$ cat src/rtl/adder_share_arb_pkg.sv
// Shared definitions for the adder-sharing arbiter slice.
//   max_i  : larger of two integers (result width of the shared adder)
//   id_w   : requester-index width, never narrower than one bit
//   occ_e  : pipeline occupancy; the encoding is {s1_valid, s2_valid}
package adder_share_pkg;

  function automatic int max_i(input int a, input int b);
    return (a > b) ? a : b;
  endfunction

  function automatic int id_w(input int n);
    return (n < 3) ? 1 : $clog2(n);
  endfunction

  typedef enum logic [1:0] {
    EMPTY   = 2'b00,
    S2_ONLY = 2'b01,
    S1_ONLY = 2'b10,
    FULL    = 2'b11
  } occ_e;

endpackage

$ cat src/rtl/adder_share_arb_if.sv
// Requester and result bundle of adder_share_arb.
//   req_valid/req_ready/req_a/req_b/req_carry : per-requester issue side
//   res_valid/res_ready/res_data/res_id       : single result port
//   busy                                      : a pipeline stage is occupied
// The slave modport is the arbiter; the master modport is the client side.
interface adder_share_arb_if #(
  parameter int NUM_REQ = 4,
  parameter int WIDTH_A = 4,
  parameter int WIDTH_B = 8
);
  import adder_share_pkg::*;

  localparam int BITS = max_i(WIDTH_A, WIDTH_B);
  localparam int ID_W = id_w(NUM_REQ);

  logic [NUM_REQ-1:0]         req_valid;
  logic [NUM_REQ-1:0]         req_ready;
  logic [NUM_REQ*WIDTH_A-1:0] req_a;
  logic [NUM_REQ*WIDTH_B-1:0] req_b;
  logic [NUM_REQ-1:0]         req_carry;
  logic                       res_valid;
  logic                       res_ready;
  logic [BITS-1:0]            res_data;
  logic [ID_W-1:0]            res_id;
  logic                       busy;

  modport master (
    output req_valid, req_a, req_b, req_carry, res_ready,
    input  req_ready, res_valid, res_data, res_id, busy
  );

  modport slave (
    input  req_valid, req_a, req_b, req_carry, res_ready,
    output req_ready, res_valid, res_data, res_id, busy
  );

endinterface

$ cat src/rtl/Adder_gear.sv
// Configurable-accuracy (GeAr-style) adder.
//   A, B : operands, zero-padded to BITS = max(WIDTH_A, WIDTH_B)
//   Cin  : carry into bit 0
//   OUT  : BITS-bit approximate sum, carry-out discarded
// The sum is built from segments of R+P bits. The lowest segment uses Cin;
// every higher segment takes a carry predicted only from the P bits just
// below it (added with zero carry-in), so long carry chains are cut.
// R+P == 0 degenerates to an exact adder.
module Adder_gear
  import adder_share_pkg::*;
#(
  parameter int R       = 0,
  parameter int P       = 2,
  parameter int WIDTH_A = 4,
  parameter int WIDTH_B = 8
) (
  input  logic [WIDTH_A-1:0]                 A,
  input  logic [WIDTH_B-1:0]                 B,
  input  logic                               Cin,
  output logic [max_i(WIDTH_A,WIDTH_B)-1:0]  OUT
);

  localparam int          BITS = max_i(WIDTH_A, WIDTH_B);
  localparam int unsigned NB   = BITS;
  localparam int unsigned PW   = P;
  localparam int unsigned SEG  = ((R + P) == 0) ? NB : (R + P);

  logic [BITS-1:0] a;
  logic [BITS-1:0] b;
  logic [BITS-1:0] s;
  logic            c;
  logic            pc;

  always_comb begin
    a  = BITS'(A);
    b  = BITS'(B);
    s  = '0;
    c  = Cin;
    pc = 1'b0;
    for (int unsigned i = 0; i < NB; i++) begin
      if ((i != 0) && ((i % SEG) == 0)) begin
        pc = 1'b0;
        for (int unsigned j = i - PW; j < i; j++) begin
          pc = (a[j] & b[j]) | (pc & (a[j] ^ b[j]));
        end
        c = pc;
      end
      s[i] = a[i] ^ b[i] ^ c;
      c    = (a[i] & b[i]) | (c & (a[i] ^ b[i]));
    end
    OUT = s;
  end

endmodule

$ cat src/rtl/adder_share_arb_rr_arbiter.sv
// Round-robin arbiter.
//   req : request vector
//   ptr : highest-priority index (must be < N)
//   en  : grant enable; idx is still computed when low
//   gnt : one-hot grant (zero when en is low or nothing requests)
//   idx : index of the first requester at or after ptr, cyclically
module rr_arbiter #(
  parameter int N  = 4,
  parameter int IW = 2
) (
  input  logic [N-1:0]  req,
  input  logic [IW-1:0] ptr,
  input  logic          en,
  output logic [N-1:0]  gnt,
  output logic [IW-1:0] idx
);

  localparam int unsigned NU = N;

  logic        found;
  int unsigned j;

  always_comb begin
    gnt   = '0;
    idx   = '0;
    found = 1'b0;
    j     = 0;
    for (int unsigned off = 0; off < NU; off++) begin
      j = 32'(ptr) + off;
      if (j >= NU) j = j - NU;
      if (!found && req[j]) begin
        found = 1'b1;
        idx   = IW'(j);
      end
    end
    if (en && found) gnt[idx] = 1'b1;
  end

endmodule

$ cat src/rtl/adder_share_arb.sv
// Shares one Adder_gear among NUM_REQ requesters.
//   clk, rst : single clock, synchronous active-high reset
//   bus      : adder_share_arb_if slave (requests in, tagged results out)
// Pipeline: S1 holds the granted operands and feeds the adder; S2 holds the
// sum and requester id and drives the result port. A full pipeline keeps
// streaming when res_ready is high (pop, S1->S2 and new grant together).
module adder_share_arb
  import adder_share_pkg::*;
#(
  parameter int NUM_REQ = 4,
  parameter int WIDTH_A = 4,
  parameter int WIDTH_B = 8,
  parameter int R       = 0,
  parameter int P       = 2
) (
  input logic              clk,
  input logic              rst,
  adder_share_arb_if.slave bus
);

  localparam int BITS = max_i(WIDTH_A, WIDTH_B);
  localparam int ID_W = id_w(NUM_REQ);
  localparam logic [ID_W-1:0] LAST = ID_W'(NUM_REQ - 1);

  occ_e occ_q, occ_d;

  logic               s1_valid, s2_valid;
  logic               s1_next, s2_next;
  logic               s2_adv, s1_acc, hs;
  logic [WIDTH_A-1:0] s1_a;
  logic [WIDTH_B-1:0] s1_b;
  logic               s1_carry;
  logic [ID_W-1:0]    s1_id;
  logic [BITS-1:0]    s2_data;
  logic [ID_W-1:0]    s2_id;
  logic [ID_W-1:0]    rr_ptr;
  logic [NUM_REQ-1:0] gnt;
  logic [ID_W-1:0]    win;
  logic [BITS-1:0]    sum;

  assign s1_valid = (occ_q == S1_ONLY) || (occ_q == FULL);
  assign s2_valid = (occ_q == S2_ONLY) || (occ_q == FULL);

  // Grants are suppressed in the reset cycle so req_ready reads 0 there.
  rr_arbiter #(
    .N  (NUM_REQ),
    .IW (ID_W)
  ) u_arb (
    .req (bus.req_valid),
    .ptr (rr_ptr),
    .en  (s1_acc && !rst),
    .gnt (gnt),
    .idx (win)
  );

  Adder_gear #(
    .R       (R),
    .P       (P),
    .WIDTH_A (WIDTH_A),
    .WIDTH_B (WIDTH_B)
  ) u_adder (
    .A   (s1_a),
    .B   (s1_b),
    .Cin (s1_carry),
    .OUT (sum)
  );

  always_ff @(posedge clk) begin
    if (rst) occ_q <= EMPTY;
    else     occ_q <= occ_d;
  end

  always_comb begin
    s2_adv  = !s2_valid || bus.res_ready;
    s1_acc  = !s1_valid || s2_adv;
    hs      = |(bus.req_valid & gnt);
    s1_next = s1_acc ? hs : s1_valid;
    s2_next = s2_adv ? s1_valid : s2_valid;
    occ_d   = EMPTY;
    case ({s1_next, s2_next})
      2'b01:   occ_d = S2_ONLY;
      2'b10:   occ_d = S1_ONLY;
      2'b11:   occ_d = FULL;
      default: occ_d = EMPTY;
    endcase
  end

  always_ff @(posedge clk) begin
    if (rst) begin
      s1_a     <= '0;
      s1_b     <= '0;
      s1_carry <= 1'b0;
      s1_id    <= '0;
      s2_data  <= '0;
      s2_id    <= '0;
      rr_ptr   <= '0;
    end else begin
      if (s2_adv && s1_valid) begin
        s2_data <= sum;
        s2_id   <= s1_id;
      end
      if (hs) begin
        s1_a     <= bus.req_a[win*WIDTH_A +: WIDTH_A];
        s1_b     <= bus.req_b[win*WIDTH_B +: WIDTH_B];
        s1_carry <= bus.req_carry[win];
        s1_id    <= win;
        rr_ptr   <= (win == LAST) ? '0 : win + 1'b1;
      end
    end
  end

  assign bus.req_ready = gnt;
  assign bus.res_valid = s2_valid;
  assign bus.res_data  = s2_data;
  assign bus.res_id    = s2_id;
  assign bus.busy      = (occ_q != EMPTY);

endmodule

$ cat src/flat_wrapper.sv
// flat-port wrapper written by rule: the top's interface ports become plain ports
module adder_share_arb_flat import adder_share_pkg::*;
#(
  parameter int NUM_REQ = 4,
  parameter int WIDTH_A = 4,
  parameter int WIDTH_B = 8,
  parameter int R       = 0,
  parameter int P       = 2
)
  (clk, rst, bus_req_valid, bus_req_a, bus_req_b, bus_req_carry, bus_res_ready, bus_req_ready, bus_res_valid, bus_res_data, bus_res_id, bus_busy);
  adder_share_arb_if #(.NUM_REQ(NUM_REQ), .WIDTH_A(WIDTH_A), .WIDTH_B(WIDTH_B)) bus_i ();
  input logic clk;
  input logic rst;
  input wire logic [$bits(bus_i.req_valid)-1:0] bus_req_valid;
  input wire logic [$bits(bus_i.req_a)-1:0] bus_req_a;
  input wire logic [$bits(bus_i.req_b)-1:0] bus_req_b;
  input wire logic [$bits(bus_i.req_carry)-1:0] bus_req_carry;
  input wire logic [$bits(bus_i.res_ready)-1:0] bus_res_ready;
  output wire logic [$bits(bus_i.req_ready)-1:0] bus_req_ready;
  output wire logic [$bits(bus_i.res_valid)-1:0] bus_res_valid;
  output wire logic [$bits(bus_i.res_data)-1:0] bus_res_data;
  output wire logic [$bits(bus_i.res_id)-1:0] bus_res_id;
  output wire logic [$bits(bus_i.busy)-1:0] bus_busy;
  assign bus_i.req_valid = bus_req_valid;
  assign bus_i.req_a = bus_req_a;
  assign bus_i.req_b = bus_req_b;
  assign bus_i.req_carry = bus_req_carry;
  assign bus_i.res_ready = bus_res_ready;
  assign bus_req_ready = bus_i.req_ready;
  assign bus_res_valid = bus_i.res_valid;
  assign bus_res_data = bus_i.res_data;
  assign bus_res_id = bus_i.res_id;
  assign bus_busy = bus_i.busy;
  adder_share_arb #(.NUM_REQ(NUM_REQ), .WIDTH_A(WIDTH_A), .WIDTH_B(WIDTH_B), .R(R), .P(P)) u_core (.clk(clk), .rst(rst), .bus(bus_i));
endmodule
$ cat config.mk
export PLATFORM = sky130hd
export DESIGN_NAME = adder_share_arb_flat
export DESIGN_NICKNAME = d
export VERILOG_FILES = /design/src/rtl/adder_share_arb_pkg.sv /design/src/rtl/adder_share_arb_if.sv /design/src/rtl/Adder_gear.sv /design/src/rtl/adder_share_arb_rr_arbiter.sv /design/src/rtl/adder_share_arb.sv /design/src/flat_wrapper.sv
export SDC_FILE = /design/constraint.sdc
export NUM_CORES = 1
export LEC_CHECK = 0
export CAP_MARGIN = 25
export CORE_UTILIZATION = 39
export CTS_CLUSTER_DIAMETER = 60
export DETAILED_ROUTE_END_ITERATION = 8
export PLACE_DENSITY = 0.81
export SLEW_MARGIN = 20
export SYNTH_ARGS = -nofsm -noshare
export SYNTH_HDL_FRONTEND = slang
export SYNTH_SLANG_ARGS = --single-unit
export TNS_END_PERCENT = 1
$ cat constraint.sdc
create_clock -name clk -period 1.97 [get_ports clk]
set_input_delay 0.2955 -clock clk [delete_from_list [all_inputs] [get_ports clk]]
set_output_delay 0.2955 -clock clk [all_outputs]
set_load 0.02 [all_outputs]
==> results.sh <==
export IMPL_status="completed"
export IMPL_drive_gt1_frac=0.199
export IMPL_ys_ff_latch=29
export IMPL_worst_pin_slew_ns=0.300
export IMPL_dpl_hpwl_mm=3.17
export IMPL_vdd_drop_max_mv=0.463
export IMPL_placed_cells=325
export IMPL_synth_edf_count=0
export IMPL_finalClockSkew_ns=0.000922
export IMPL_synthTopCellsByArea="dfxtp_1, mux2i_1, mux2_2, nand3b_1, ha_1"
export IMPL_port_buffers=74
export IMPL_clock_sinks=29
export IMPL_worstSkewPairLatency_ns=0.26
export IMPL_grt_pass1_wl_mm=6.91
export IMPL_num_io_pins=75
export IMPL_powerDensity_nw_per_um2=724
export IMPL_hp_class="reg -> reg"
export IMPL_maxCapViolCount=0
export IMPL_rows=24
export IMPL_cts_buffers=5
export IMPL_cp_arrival_ns=1.57
export IMPL_synth_top_area_cell="dfxtp_1"
export IMPL_power_leakage_nw=1.13
export IMPL_clkTransAtPathRegs_ns=0.06
export IMPL_post_cts_buffers=0
export IMPL_synthesis_area_um2=1790
export IMPL_firstDrtPassIters=4
export IMPL_synth_most_common_cell="dfxtp_1"
export IMPL_syn2layout_area_growth_pct=53.4
export IMPL_ant_nets=0
export IMPL_clockBufferDepth=2
export IMPL_fin_crit_sh=0.946
export IMPL_root_buffer="clkbuf_8"
export IMPL_r2r_end="u_core.rr_ptr[0]"
export IMPL_reg2reg_depth=11
export IMPL_crit_path_start_kind="primary input"
export IMPL_setup_viol=0
export IMPL_antenna_found_initial=0
export IMPL_fin_hold_ws_ns=0.455
export IMPL_synth_top_flop_cell="dfxtp_1"
export IMPL_syn_nets=261
export IMPL_start_util=0.409
export IMPL_rr_startpoint="u_core.rr_ptr[1]"
export IMPL_wl_per_cell_um=12.0
export IMPL_cts_tree="yes"
export IMPL_drt_iter0_drc=39
export IMPL_synth_top_area_share=0.324
export IMPL_critical_path_class="in -> out"
export IMPL_required_ns=1.67
export IMPL_ys_seq_area_frac=0.324
export IMPL_worstHoldPathCells=2
export IMPL_ys_types=36
export IMPL_synth_common_cells="dfxtp_1, mux2i_1, nand2_1"
export IMPL_synth_cells=194
export IMPL_num_vias=1660
export IMPL_track_usage=0.175
export IMPL_grt_ovfl_total=0
export IMPL_nets=347
export IMPL_tns_ns=0
export IMPL_hold_violations=0
export IMPL_hold_path_end="u_core.bus.res_id[0]"
export IMPL_end_kind="output port"
export IMPL_finalNonFillerCells=333
export IMPL_final_max_slew_violation_count=0
export IMPL_final_cell_area_um2=2750
export IMPL_fp_dieH_um=69.8
export IMPL_relSlewSlack=0.800
export IMPL_holdCritStartpoint="u_core.bus.res_id[0]"
export IMPL_min_period_ns=1.86
export IMPL_drc=0
export IMPL_grt_start_max_net_pins=30
export IMPL_antenna_cells=0
export IMPL_rsz0062_at_grt="false"
export IMPL_async_flop_share=0
export IMPL_clock_fmax_mhz=536
export IMPL_worst_path_max_fanout=3
export IMPL_totalWireLength_mm=3.99
export IMPL_r2r_setup_slack_ns=0.13
export IMPL_grt_pass1_vias=1740
export IMPL_layout_setup_ws_ns=0.106
export IMPL_viasPerCell=4.98
export IMPL_place_area_um2=2670
export IMPL_fp_dieW_um=69.8
export IMPL_dp_slack_ns=-0.591
export IMPL_h_tree_depth=2
export IMPL_core_area_um2=4380
export IMPL_die_area_um2=4870
export IMPL_ys_warnings_count=0
export IMPL_avgSynthCellArea_um2=9.24
export IMPL_gp_congestion=0.789
==> cells in the final DEF (no fill, tap or decap), types with 4 or more instances in the layout <==
cell,count
a21oi_1,10
nor2_1,10
dfxtp_1,27
clkbuf_8,5
inv_1,7
dlygate4sd2_1,4
mux2i_1,28
o21ai_0,7
clkdlybuf4s50_1,66
buf_4,15
mux2_2,13
nand3b_1,13
ha_1,5
nand2_1,18
o21ai_1,7
==> critical path: stages <==
cell	delay, ns
dlygate4sd2_1	0.27
inv_2	0.09
o22ai_1	0.08
a211o_2	0.35
inv_2	0.08
ha_4	0.13
and3_4	0.16
buf_6	0.11
==> layout make-up <==
cell class,instances,area (um2)
tap,52,65.1
multi-input combinational,142,1120
clock buffer,8,80.1
sequential,29,583
fill,386,1640
inverter,11,43.8
timing repair buffer,91,857
==> stage by stage <==
| stage | total power, mW | utilization |
|---|---|---|
| final | 1.99 | 0.627 |
| after global routing | 2.13 | 0.627 |
| after CTS | 2.01 | 0.626 |
| after detailed placement | 1.56 | 0.608 |
| after global placement | 1.55 | 0.608 |
| after floorplan | 1.27 | - |
==> kinds of logic after synthesis <==
logic type	share of synthesized area
muxes	0.238
buffers and inverters	0.0684
DFF	0.324
adders and majority gates	0.0642
AOI/OAI and AO/OA	0.130
xor gates and xnor gates	0.0147
and+or+nand+nor	0.161
==> state kept, by name, summed over array words and instances, names as in the netlist <==
| signal | cells |
|---|---|
| u_core.bus.res_data | 8 |
| u_core.s1_b | 8 |
| u_core.s1_a | 4 |
| u_core.bus.res_id | 2 |
| u_core.occ_q | 2 |
| u_core.rr_ptr | 2 |
| u_core.s1_id | 2 |
| u_core.s1_carry | 1 |
==> layer usage <==
metal	routed length, um	GRT usage
met1	1570	0.171
met3	171	0.0436
met2	2180	0.349
met4	63	0.0600
met5	0	0
==> how the worst max path moves through the flow <==
stage	cells past startpoint	end	start
floorplan	13	u_core.rr_ptr[0]	u_core.rr_ptr[0]
global placement	8	bus_req_ready[3]	bus_req_valid[2]
detailed placement	8	bus_req_ready[3]	bus_req_valid[2]
CTS	11	u_core.rr_ptr[0]	u_core.rr_ptr[1]
global route	8	u_core.s1_b[7]	u_core.rr_ptr[0]
finish	8	bus_req_ready[3]	bus_req_valid[2]
==> power breakdown <==
| group | switching, mW | total (mW) | leakage, nW | internal, mW |
|---|---|---|---|---|
| Clock | 0.197 | 0.447 | 0.0395 | 0.250 |
| Combinational | 0.351 | 0.803 | 0.854 | 0.452 |
| Sequential | 0.0583 | 0.738 | 0.240 | 0.680 |
==> repair_timing <==
| item | 4_1_cts | 5_1_grt |
|---|---|---|
| pin swaps | 7 | 0 |
| endpoints found under the setup margin | 20 | 5 |
| gates resized for setup | 27 | 1 |
| gates cloned | 0 | 0 |
| hold buffers | 0 | 0 |
(Power assumes the default switching activity.)
